[src/rtl/mips_core_pkg.sv]
// Shared types and constants for the MIPS core front end.
// Fetch state encoding is shared with any future pipelined fetch unit.
package mips_core_pkg;

  typedef logic [15:0] pc_t;
  typedef logic [31:0] instr_t;

  localparam pc_t PC_INC = 16'd4;

  typedef enum logic [1:0] {
    IDLE = 2'd0,
    REQ  = 2'd1,
    WAIT = 2'd2,
    HOLD = 2'd3
  } fetch_state_e;

endpackage

[src/rtl/pc_next_sel.sv]
// Next-PC select: word-aligned redirect target, sequential PC+4, or hold.
// Redirect wins over advance so a taken branch is never lost to a completing fetch.
module pc_next_sel
  import mips_core_pkg::*;
#(
  parameter int PC_W = 16
) (
  input  logic            redirect_i,
  input  logic [PC_W-1:0] redirect_pc_i,
  input  logic            advance_i,
  input  logic [PC_W-1:0] pc_i,
  output logic [PC_W-1:0] pc_next_o
);

  localparam logic [PC_W-1:0] ALIGN_MASK = ~PC_W'(3);
  localparam logic [PC_W-1:0] INC        = PC_W'(PC_INC);

  always_comb begin
    pc_next_o = pc_i;
    if (redirect_i) begin
      pc_next_o = redirect_pc_i & ALIGN_MASK;
    end else if (advance_i) begin
      pc_next_o = pc_i + INC;
    end
  end

endmodule

[src/rtl/fetch_sequencer.sv]
// Multicycle instruction-fetch controller: owns the PC, runs one imem
// request/response at a time and hands the word to decode with valid/ready.
module fetch_sequencer
  import mips_core_pkg::*;
#(
  parameter int              PC_W     = 16,
  parameter int              INSTR_W  = 32,
  parameter logic [PC_W-1:0] RESET_PC = '0
) (
  input  logic               i_clk,
  input  logic               i_rst,
  input  logic               i_en,
  input  logic               i_redirect,
  input  logic [PC_W-1:0]    i_redirect_pc,
  output logic               o_imem_req,
  output logic [PC_W-1:0]    o_imem_addr,
  input  logic               i_imem_ready,
  input  logic               i_imem_rvalid,
  input  logic [INSTR_W-1:0] i_imem_rdata,
  output logic               o_instr_valid,
  output logic [INSTR_W-1:0] o_instr,
  output logic [PC_W-1:0]    o_instr_pc,
  input  logic               i_instr_ready,
  output logic               o_busy
);

  fetch_state_e       state_q, state_d;
  logic [PC_W-1:0]    pc_q, pc_d;
  logic               discard_q, discard_d;
  logic [INSTR_W-1:0] instr_q, instr_d;
  logic [PC_W-1:0]    instr_pc_q, instr_pc_d;
  logic               instr_valid_q, instr_valid_d;
  logic               advance;
  logic               imem_accept;

  assign imem_accept = (state_q == REQ) && i_imem_ready;

  pc_next_sel #(
    .PC_W (PC_W)
  ) u_pc_next_sel (
    .redirect_i    (i_redirect),
    .redirect_pc_i (i_redirect_pc),
    .advance_i     (advance),
    .pc_i          (pc_q),
    .pc_next_o     (pc_d)
  );

  always_comb begin
    state_d       = state_q;
    discard_d     = discard_q;
    instr_d       = instr_q;
    instr_pc_d    = instr_pc_q;
    instr_valid_d = instr_valid_q;
    advance       = 1'b0;

    case (state_q)
      IDLE: begin
        // a redirect while idle only retargets the PC; the start waits a cycle
        if (!i_redirect && i_en) begin
          state_d = REQ;
        end
      end

      REQ: begin
        if (imem_accept) begin
          state_d   = WAIT;
          discard_d = i_redirect;
        end
      end

      WAIT: begin
        if (i_imem_rvalid) begin
          if (discard_q || i_redirect) begin
            discard_d = 1'b0;
            state_d   = i_en ? REQ : IDLE;
          end else begin
            instr_d       = i_imem_rdata;
            instr_pc_d    = pc_q;
            instr_valid_d = 1'b1;
            advance       = 1'b1;
            state_d       = HOLD;
          end
        end else if (i_redirect) begin
          discard_d = 1'b1;
        end
      end

      HOLD: begin
        if (i_redirect || i_instr_ready) begin
          instr_valid_d = 1'b0;
          state_d       = i_en ? REQ : IDLE;
        end
      end

      default: begin
        state_d = IDLE;
      end
    endcase
  end

  always_ff @(posedge i_clk) begin
    if (i_rst) begin
      state_q       <= IDLE;
      pc_q          <= RESET_PC;
      discard_q     <= 1'b0;
      instr_q       <= '0;
      instr_pc_q    <= '0;
      instr_valid_q <= 1'b0;
    end else begin
      state_q       <= state_d;
      pc_q          <= pc_d;
      discard_q     <= discard_d;
      instr_q       <= instr_d;
      instr_pc_q    <= instr_pc_d;
      instr_valid_q <= instr_valid_d;
    end
  end

  assign o_imem_req    = (state_q == REQ);
  assign o_imem_addr   = pc_q;
  assign o_instr_valid = instr_valid_q;
  assign o_instr       = instr_q;
  assign o_instr_pc    = instr_pc_q;
  assign o_busy        = (state_q != IDLE);

endmodule

[config.mk]
export PLATFORM = sky130hd
export DESIGN_NAME = fetch_sequencer
export DESIGN_NICKNAME = d
export VERILOG_FILES = /design/src/rtl/mips_core_pkg.sv /design/src/rtl/pc_next_sel.sv /design/src/rtl/fetch_sequencer.sv
export SDC_FILE = /design/constraint.sdc
export NUM_CORES = 1
export LEC_CHECK = 0
export ABC_CLOCK_PERIOD_IN_PS = 4700
export BUFFER_PORTS_ARGS = -buffer_cell sky130_fd_sc_hd__buf_2
export CAP_MARGIN = 10
export CORE_MARGIN = 2
export CORE_UTILIZATION = 45
export DETAILED_ROUTE_END_ITERATION = 7
export PLACE_DENSITY = 0.86
export SETUP_SLACK_MARGIN = 0.1
export SYNTH_ARGS = -nofsm -noshare
export SYNTH_HDL_FRONTEND = slang
export SYNTH_SLANG_ARGS = --single-unit
[constraint.sdc]
create_clock -name i_clk -period 4.7 [get_ports i_clk]
set_input_delay 0.94 -clock i_clk [delete_from_list [all_inputs] [get_ports i_clk]]
set_output_delay 0.94 -clock i_clk [all_outputs]
set_load 0.02 [all_outputs]
Word level (Yosys, flattened, before mapping) --
Index checks and enable logic that the tools add are counted. Widths: inputs -> output; s select.
Storage, ports and cells: register bits 68, output and inout bits 67
Cells by class: add/subtract/negate cells 1, equal/unequal tests 10, muxes and demuxes 21, bitwise logic cells 1, reduce and logical (&&, ||, !) cells 15
Operators by type and width (count):
- $mux 16 | 2
- $add 16x3->16 const B | 1
- $reduce_and 4->1 | 3
- $mux 1 | 11
- $mux 2 | 5
- $ne 2x2->1 const B | 4
- $pmux 2 s4 | 1
- $reduce_bool 2->1 | 4
- $ne 3x3->1 const B | 2
- $eq 2x2->1 const B | 2
- $pmux 1 s2 | 2
- $reduce_and 3->1 | 1
- $eq 2x1->1 const B | 1
- $logic_and 1x1->1 | 2
- $logic_not 2->1 | 1
- $logic_or 1x1->1 | 2
- $ne 2x1->1 const B | 1
- $reduce_or 2->1 | 1
- $logic_not 1->1 | 1
- $not 1->1 | 1

Logic depth before layout (Yosys ltp) --
Gate-level depths: netlist of the first run.
word-level depth 6, gate-level depth with buffers 7

Cells and area by module --
A second synthesis of the first run with hierarchy kept.
Second synthesis, totals: cells, all modules 359, area, all modules 2980.4 µm²
By module, submodules not included:
- fetch_sequencer | instances 1, cells each 289, area an instance 2522.4 µm², seq. area each 1361.3 µm²
- pc_next_sel | instances 1, cells each 70, area an instance 457.9 µm², seq. area each 0.0 µm²

Worst setup path after synthesis of the first run --
No wires, ideal clock.
kind input port to flip-flop, from input i_imem_rvalid, to register pc_q[14] (netlist: o_imem_addr[14]), setup time 0.103 ns, arrival time 1.825 ns, setup slack 2.771 ns, stages on the path 5, cells stage by stage nand4bb_1 > buf_2 > nor4_4 > nor3_1 > a2111oi_2
On the way: longest elaborated chain between the ends 3
RTL lines:
- start, declared | RTL line fetch_sequencer.sv:18 | input logic i_imem_rvalid,
- $mux 1 | RTL line fetch_sequencer.sv:72 | if (i_imem_rvalid) begin
- $mux 1 | RTL line fetch_sequencer.sv:56 | case (state_q)
- $reduce_bool 2->1 (no source line)
- end signal, assigned | RTL line fetch_sequencer.sv:111 | pc_q <= pc_d;
- end, declared | RTL line fetch_sequencer.sv:28 | logic [PC_W-1:0] pc_q, pc_d;
No other way between the ends. A chain may end at the register's enable or synchronous reset.

Final worst setup path of the first run --
from input i_redirect, to register pc_q[8] (netlist: o_imem_addr[8])
On the way: longest elaborated chain between the ends 5, elaborated cells on any way between the ends 6
RTL lines:
- start, declared | RTL line fetch_sequencer.sv:13 | input logic i_redirect,
- $logic_or 1x1->1 | RTL line fetch_sequencer.sv:73 | if (discard_q || i_redirect) begin
- $mux 1 | RTL line fetch_sequencer.sv:73
- $mux 1 | RTL line fetch_sequencer.sv:72
- $mux 1 | RTL line fetch_sequencer.sv:56
- $reduce_bool 2->1 (no source line)
Several ways; a longest one is shown, not always the timed one.

==> metrics, run 1 <==
outcome=complete, no violations; Crit Path Class=primary input to flip-flop; Hold Crit Class=flip-flop to flip-flop; critical-path maximum fanout=52; Detail Placement HPWL=around 4.7 mm; Initial Util=between 40% and 50%; CP peak stage delay=~0.7 ns; final setup violation count=0; non-filler cells, final=about 520; final hold vios=0; pre-CTS WS=roughly 1.8 ns; placed insts=508; FF+latch count, synth=64; Clock Latency Late Sink=between 0.3 and 0.4 ns; H-tree depth=3; Reg-to-Reg End=o_imem_addr[8]$_SDFFE_PP0P_; final-layout fill cell count=540; leading area contributor after synthesis=dfxtp_1; TNS Setup=0 ns; worst hold start=o_instr_pc[7]$_SDFFE_PP0P_; Vias=2690; CTS Root Cell=clkbuf_8; final worst path period share=~56%; per-cell routed wire length=between 10 and 15 microns; Nets=500; top cell type's share of synthesized area=47.5%; Worst-path clk slew=approximately 0.070 ns; post_cts resized=0; width of the die=81.4 microns; Post-Syn Area=2700 sq um; Avg Cell Area, Syn=7.91 sq um; first-pass GRT wire length=10.6 mm; Die ar.=6630 sq um; final core occ=between 50% and 60%; postcts setup bufs=0; Slowest-stage cell, CP=or4_1; Overall Power=between 1 and 1.5 mW; CP Depth=5; worst r2r path cells=4; number of enable flip-flop cells after synthesis=0; CTS tree=built; worst path cell trace=buf_2, nor2_1, nand2_2, or4_1, a31oi_1; synthesis-to-finish area growth=28.2%; proportion of layout cells with a drive suffix above 1=31.7%; Buf/Inv on CP=1; Synth Warn #=0; worst endpoint data arrival time=around 2.9 ns; vias in the first global route=between 2000 and 2500; Top FF cell, synth=dfxtp_1; CTS buffer count=9; CTS Sinks=64; Ports=122; cell family with most CP delay=simple AND/OR/NAND/NOR gates; critical path required time=~5 ns; R2R setup slack=~2.4 ns; GRT overflow=0; Rel. slew slack=33.0%; port buffer count=roughly 120; antenna viol nets, final=0; post-synth cell types=42; post-synthesis cell count=~340; unrepaired setup endpoints after global routing=no; Worst Setup End Kind=flip-flop; Max Clock Skew=approximately 0.012 ns; All-Layer GR Usage=between 20% and 30%; initial antenna violation count=0; reg2reg start=state_q[1]$_SDFFE_PP0P_; Cell Rows=28; Worst-Margin Slew=between 1 and 1.5 ns; Worst Hold Depth=2; buffer depth of the longest clock path=2; vias per cell=5.14; largest net degree at the start of global routing=53; Pleak=around 1.5 nW; n_diodes=0; Seq/Total Area, Yosys=between 40 and 50%; total wire length=about 7.0 mm; pwr dens=between 300 and 400 nW/um^2; drt pass-1 iters=4; # DRC=0; FMAX=0.383 GHz; final worst setup slack=about 2.1 ns; VDD IR max=~170 uV; Die Height=approximately 81 microns; min Tclk post-route=about 2.6 ns; Core Region=5850 sq um; cts hold-fix bufs=0; hold path endpoint=o_instr_pc[7]$_SDFFE_PP0P_; Synth area leaders=dfxtp_1 47%, nand2_1 15%, a21oi_1 9.3%, buf_2 2.2%, nor2_1 2.1%; ys async rst share=0%; Worst setup SP type=primary input; fin. max-slew vios=0; routability cong.=~0.79; 1st-iter DRT viols=~150; # Max-Cap Violations=0
[registers in the layout (all words and copies together), names as in the netlist]
signal,count
state_q,2
o_imem_addr,14
o_instr_valid,1
o_instr_pc,14
discard_q,1
o_instr,32
[how the worst max path moves through the flow]
stage,from,slack (ns),to
floorplan,i_imem_rvalid,2.77,o_imem_addr[14]$_SDFFE_PP0P_
global placement,i_redirect,1.86,o_imem_addr[8]$_SDFFE_PP0P_
global route,i_redirect,2.00,o_imem_addr[8]$_SDFFE_PP0P_
CTS,i_redirect,2.13,o_imem_addr[8]$_SDFFE_PP0P_
finish,i_redirect,2.09,o_imem_addr[8]$_SDFFE_PP0P_
detailed placement,i_redirect,1.77,o_imem_addr[8]$_SDFFE_PP0P_
[worst reg2reg max path, cell delays in order, from the launching register on]
cell     delay, ns
dfxtp_1       0.49
and3b_1       0.25
nand2_2       0.55
or4_1         0.77
a31oi_1       0.20
[power breakdown]
part | total [mW] | switching [mW] | internal [mW]
Clock | 0.509 | 0.215 | 0.295
Combinational | 0.101 | 0.0602 | 0.0406
Sequential | 0.573 | 0.0192 | 0.554
Total | 1.18 | 0.294 | 0.889
[cell families (layout without fill, tap and decap cells)]
kind of cell / Yosys count / in the layout / synth area share (%)
simple gates: 159 / 159 / 27.3
compound gates: 79 / 79 / 17.3
flops: 64 / 64 / 47.5
buf+inv: 32 / 136 / 5.70
xor+xnor: 5 / 5 / 1.62
fa+ha+maj: 1 / 1 / 0.464
other cells: 1 / 4 / 0.139
[layout make-up]
cell class                      count  area [sq um]  area share, %
Timing Repair Buffer              116           583           16.8
Clock buffer                        9           124           3.58
Clock inverter                      6          83.8           2.42
Multi-Input combinational cell    248          1280           36.9
Sequential cell                    64          1280           37.0
Inverter                            5          18.8          0.542
Tap cell                           75          93.8           2.71
[cell usage after synthesis, types with 3 or more instances]
cell type	n
nand3_1	6
buf_4	5
nor2b_1	4
o21ai_0	6
dfxtp_1	64
a21oi_1	50
clkbuf_1	8
a211oi_1	6
buf_2	12
a31oi_1	7
nand2_1	106
nor4_1	4
o31a_2	3
nor2_1	15
inv_1	4
xnor2_1	3
nor3_1	4
[per-stage QoR]
step                hold slack, ns  instance area, sq um
floorplan                    0.532                  2710
global placement             0.438                  3250
detailed placement           0.445                  3250
CTS                          0.454                  3460
global route                 0.473                  3460
finish                       0.450                  3460
[per-layer routing]
| layer | global-route usage (%) | part of all wire, % |
|---|---|---|
| met1 | 25.0 | 43 |
| met2 | 32.8 | 47 |
| met3 | 6.26 | 7.3 |
| met4 | 11.7 | 2.9 |
| met5 | 0 | 0 |
[cell usage in the layout, fill, tap and decap left out, types with 2 or more instances in the layout]
cell type | synthesis | layout
o311ai_0 | 2 | 2
or3_1 | 2 | 2
o31a_2 | 3 | 3
a211oi_1 | 6 | 6
conb_1 | 1 | 4
or4_1 | 2 | 2
a31oi_1 | 7 | 7
clkinv_2 | 0 | 3
nand2_1 | 106 | 106
xnor2_1 | 3 | 3
dfxtp_1 | 64 | 64
nor4_1 | 4 | 4
clkbuf_8 | 0 | 9
nand4_1 | 2 | 2
nor2_1 | 15 | 15
o21ai_0 | 6 | 6
nand3_1 | 6 | 6
buf_2 | 12 | 115
nor3_1 | 4 | 4
nand4_2 | 2 | 2
xor2_1 | 2 | 2
inv_1 | 4 | 4
a211o_1 | 2 | 2
nor2b_1 | 4 | 4
bufinv_16 | 0 | 2
a21oi_1 | 50 | 50
nor4b_1 | 2 | 2
No activity file was read; power rests on OpenSTA's default activity.
==> inputs of run 2 (changes only) <==
--- a/config.mk
+++ b/config.mk
@@ -5,7 +5,7 @@
 export SDC_FILE = /design/constraint.sdc
 export NUM_CORES = 1
 export LEC_CHECK = 0
-export ABC_CLOCK_PERIOD_IN_PS = 4700
+export ABC_CLOCK_PERIOD_IN_PS = 2600
 export BUFFER_PORTS_ARGS = -buffer_cell sky130_fd_sc_hd__buf_2
 export CAP_MARGIN = 10
 export CORE_MARGIN = 2
==> constraint.sdc (replaced) <==
create_clock -name i_clk -period 2.6 [get_ports i_clk]
set_input_delay 0.52 -clock i_clk [delete_from_list [all_inputs] [get_ports i_clk]]
set_output_delay 0.52 -clock i_clk [all_outputs]
set_load 0.02 [all_outputs]
==> run 2 against run 1 <==
  * Critical path depth fell by 1
  * Clock power rose by 43%
  * Register-to-register slack got worse by 1.7 ns
  * Clock skew fell by 0.0026 ns
  * Global-route usage fell by 0.30 points
  * Combinational power rose by 80%
  * Hold slack got worse by 0.029 ns
  * Clock-buffer cell count rose by 4
  * Die area did not move
  * Cell count rose by 0.96%
  * First-iteration DRC count fell by 18%
==> metrics, run 2 (same netlist as run 1, synthesis figures left out) <==
outcome=complete, no violations; Cell Rows=28 (unchanged); final-layout fill cell count=537 (-0.56%); Pleak=1.48 nW (-0.40%); combinational share of power=9.4% (+0.9 points); Overall Power=1.95 mW (+64%); Core Region=5850 sq um (unchanged); CTS Root Cell=clkbuf_8; final setup violation count=0 (unchanged); CP peak stage delay=0.49 ns (-0.23 ns); CTS Sinks=64 (unchanged); switch share=25.7% (+0.81 points); TNS Setup=0 ns (unchanged); R2R setup slack=0.64 ns (-1.71 ns); worst r2r path cells=4 (unchanged); Detail Placement HPWL=4.80 mm (+2.6%); worst path cell trace=nand4bb_1, nor4_4, nor3_1, a2111oi_2; per-cell routed wire length=13.0 microns (-3.2%); Sw Pwr=0.500 mW (+70%); vias per cell=5.08 (-1.2%); cts hold-fix bufs=0 (unchanged); sequential share of power=53.3% (+4.9 points); commonest non-fill, non-tap cell in the layout=buf_2; Clk network pwr share=37.4% (-5.6 points); n_diodes=0 (unchanged); H-tree depth=3 (unchanged); post_cts resized=0 (unchanged); synthesis-to-finish area growth=27.8%; # DRC=0 (unchanged); vias in the first global route=2334 (-0.086%); FMAX=0.510 GHz; max reg flops=32 (unchanged); Worst-path clk slew=0.07 ns (about the same); 1st-iter DRT viols=119 (-18%); Initial Util=46.1% (unchanged); min Tclk post-route=1.96 ns; pwr dens=564 nW/um^2 (+65%); CTS buffer count=9 (unchanged); Nets=504 (+0.80%); GRT overflow=0 (unchanged); Worst Setup End Kind=flip-flop; width of the die=81.4 microns (unchanged); Worst-Margin Slew=0.528 ns (-0.474 ns); critical-path maximum fanout=10 (-81%); Die ar.=6630 sq um (unchanged); initial antenna violation count=0 (unchanged); proportion of layout cells with a drive suffix above 1=31.8% (+0.092 points); worst endpoint data arrival time=2.18 ns (-0.69 ns); postcts setup bufs=0 (unchanged); Pint=1.45 mW (+63%); critical path required time=2.82 ns (-2.14 ns); Clock Latency Late Sink=0.33 ns (about the same); total wire length=6.88 mm (-2.2%); worst setup path end=o_imem_addr[14]$_SDFFE_PP0P_; Reg-to-Reg End=o_imem_addr[14]$_SDFFE_PP0P_; unrepaired setup endpoints after global routing=no; Die Height=81.4 microns (unchanged); Hold Crit Class=primary input to flip-flop; reg2reg start=state_q[1]$_SDFFE_PP0P_; final core occ=59.0% (-0.19 points); All-Layer GR Usage=20.4% (-0.30 points); VDD IR max=311 uV (+78%); # Max-Cap Violations=0 (unchanged); most frequent cells in the layout=115 x buf_2, 106 x nand2_1, 64 x dfxtp_1; first-pass GRT wire length=10.5 mm (-0.26%); CTS tree=built; largest net degree at the start of global routing=42 (-21%); CP Launch Point=state_q[1]$_SDFFE_PP0P_; buffer depth of the longest clock path=2 (unchanged); Crit Path Class=flip-flop to flip-flop; routability cong.=0.796 (+0.40%); Max Clock Skew=0.00894 ns (-0.00261 ns); final hold vios=0 (unchanged); drt pass-1 iters=4 (unchanged); Worst setup SP type=flip-flop; Vias=2684 (-0.22%); port buffer count=115 (unchanged); Slowest-stage cell, CP=dfxtp_1; Ports=122 (unchanged); Rel. slew slack=64.6% (+32 points); antenna viol nets, final=0 (unchanged); fin. max-slew vios=0 (unchanged); final worst path period share=about three quarters
-- run 2: metal layers --
layer  vias up  global-route usage (%)  routed length [microns]
li1       1359                       -                        -
met1      1231                    24.6                     2920
met2        81                    34.3                     3400
met3        13                    5.60                      429
met4         0                    8.47                      123
met5         -                       0                        0
-- run 2: how the worst min path moves through the flow --
stage,from,end,slack (ns),depth (start not counted)
floorplan,state_q[1]$_SDFFE_PP0P_,o_instr_valid$_SDFFE_PP0P_,0.53,2
detailed placement,o_instr[23]$_SDFFE_PP0P_,o_instr[23]$_SDFFE_PP0P_,0.44,2
CTS,i_imem_rdata[21],o_instr[21]$_SDFFE_PP0P_,0.41,3
finish,i_imem_rdata[20],o_instr[20]$_SDFFE_PP0P_,0.42,3
global placement,o_instr[29]$_SDFFE_PP0P_,o_instr[29]$_SDFFE_PP0P_,0.44,2
global route,i_imem_rdata[21],o_instr[21]$_SDFFE_PP0P_,0.40,3
-- run 2: layout make-up --
type,count,area (sq um),share of cell area [%]
inverters,5,18.8,0.544
clock inverters,3,17.5,0.508
multi-input cells,248,1280,37.0
clock buffers,13,149,4.32
well taps,75,93.8,2.72
flip-flops and latches,64,1280,37.1
repair buffers,120,613,17.8
-- run 2: through the flow --
stage	hold slack, ns	setup WS (ns)	std cells	instance area [sq um]
2_1_floorplan	0.532	0.866	344	2710
3_3_place_gp	0.438	0.585	512	3280
3_5_place_dp	0.444	0.526	512	3280
4_1_cts	0.406	0.638	528	3450
5_1_grt	0.399	0.492	528	3450
6_report	0.420	0.640	528	3450
-- run 2: worst max-delay path: cells and delay by family, from the launching register on --
family / cells / cell delay (ns)
compound gates: 1 / 0.29
flops: 1 / 0.49
simple gates: 3 / 1.07
-- run 2: power groups by stage --
stage | registers [mW] | clock network [mW] | logic, mW
2_1_floorplan | 1.07 | 0 | 0.0922
3_3_place_gp | 1.06 | 0 | 0.179
3_5_place_dp | 1.06 | 0 | 0.182
4_1_cts | 1.03 | 0.752 | 0.182
5_1_grt | 1.04 | 0.799 | 0.199
6_report | 1.04 | 0.727 | 0.182
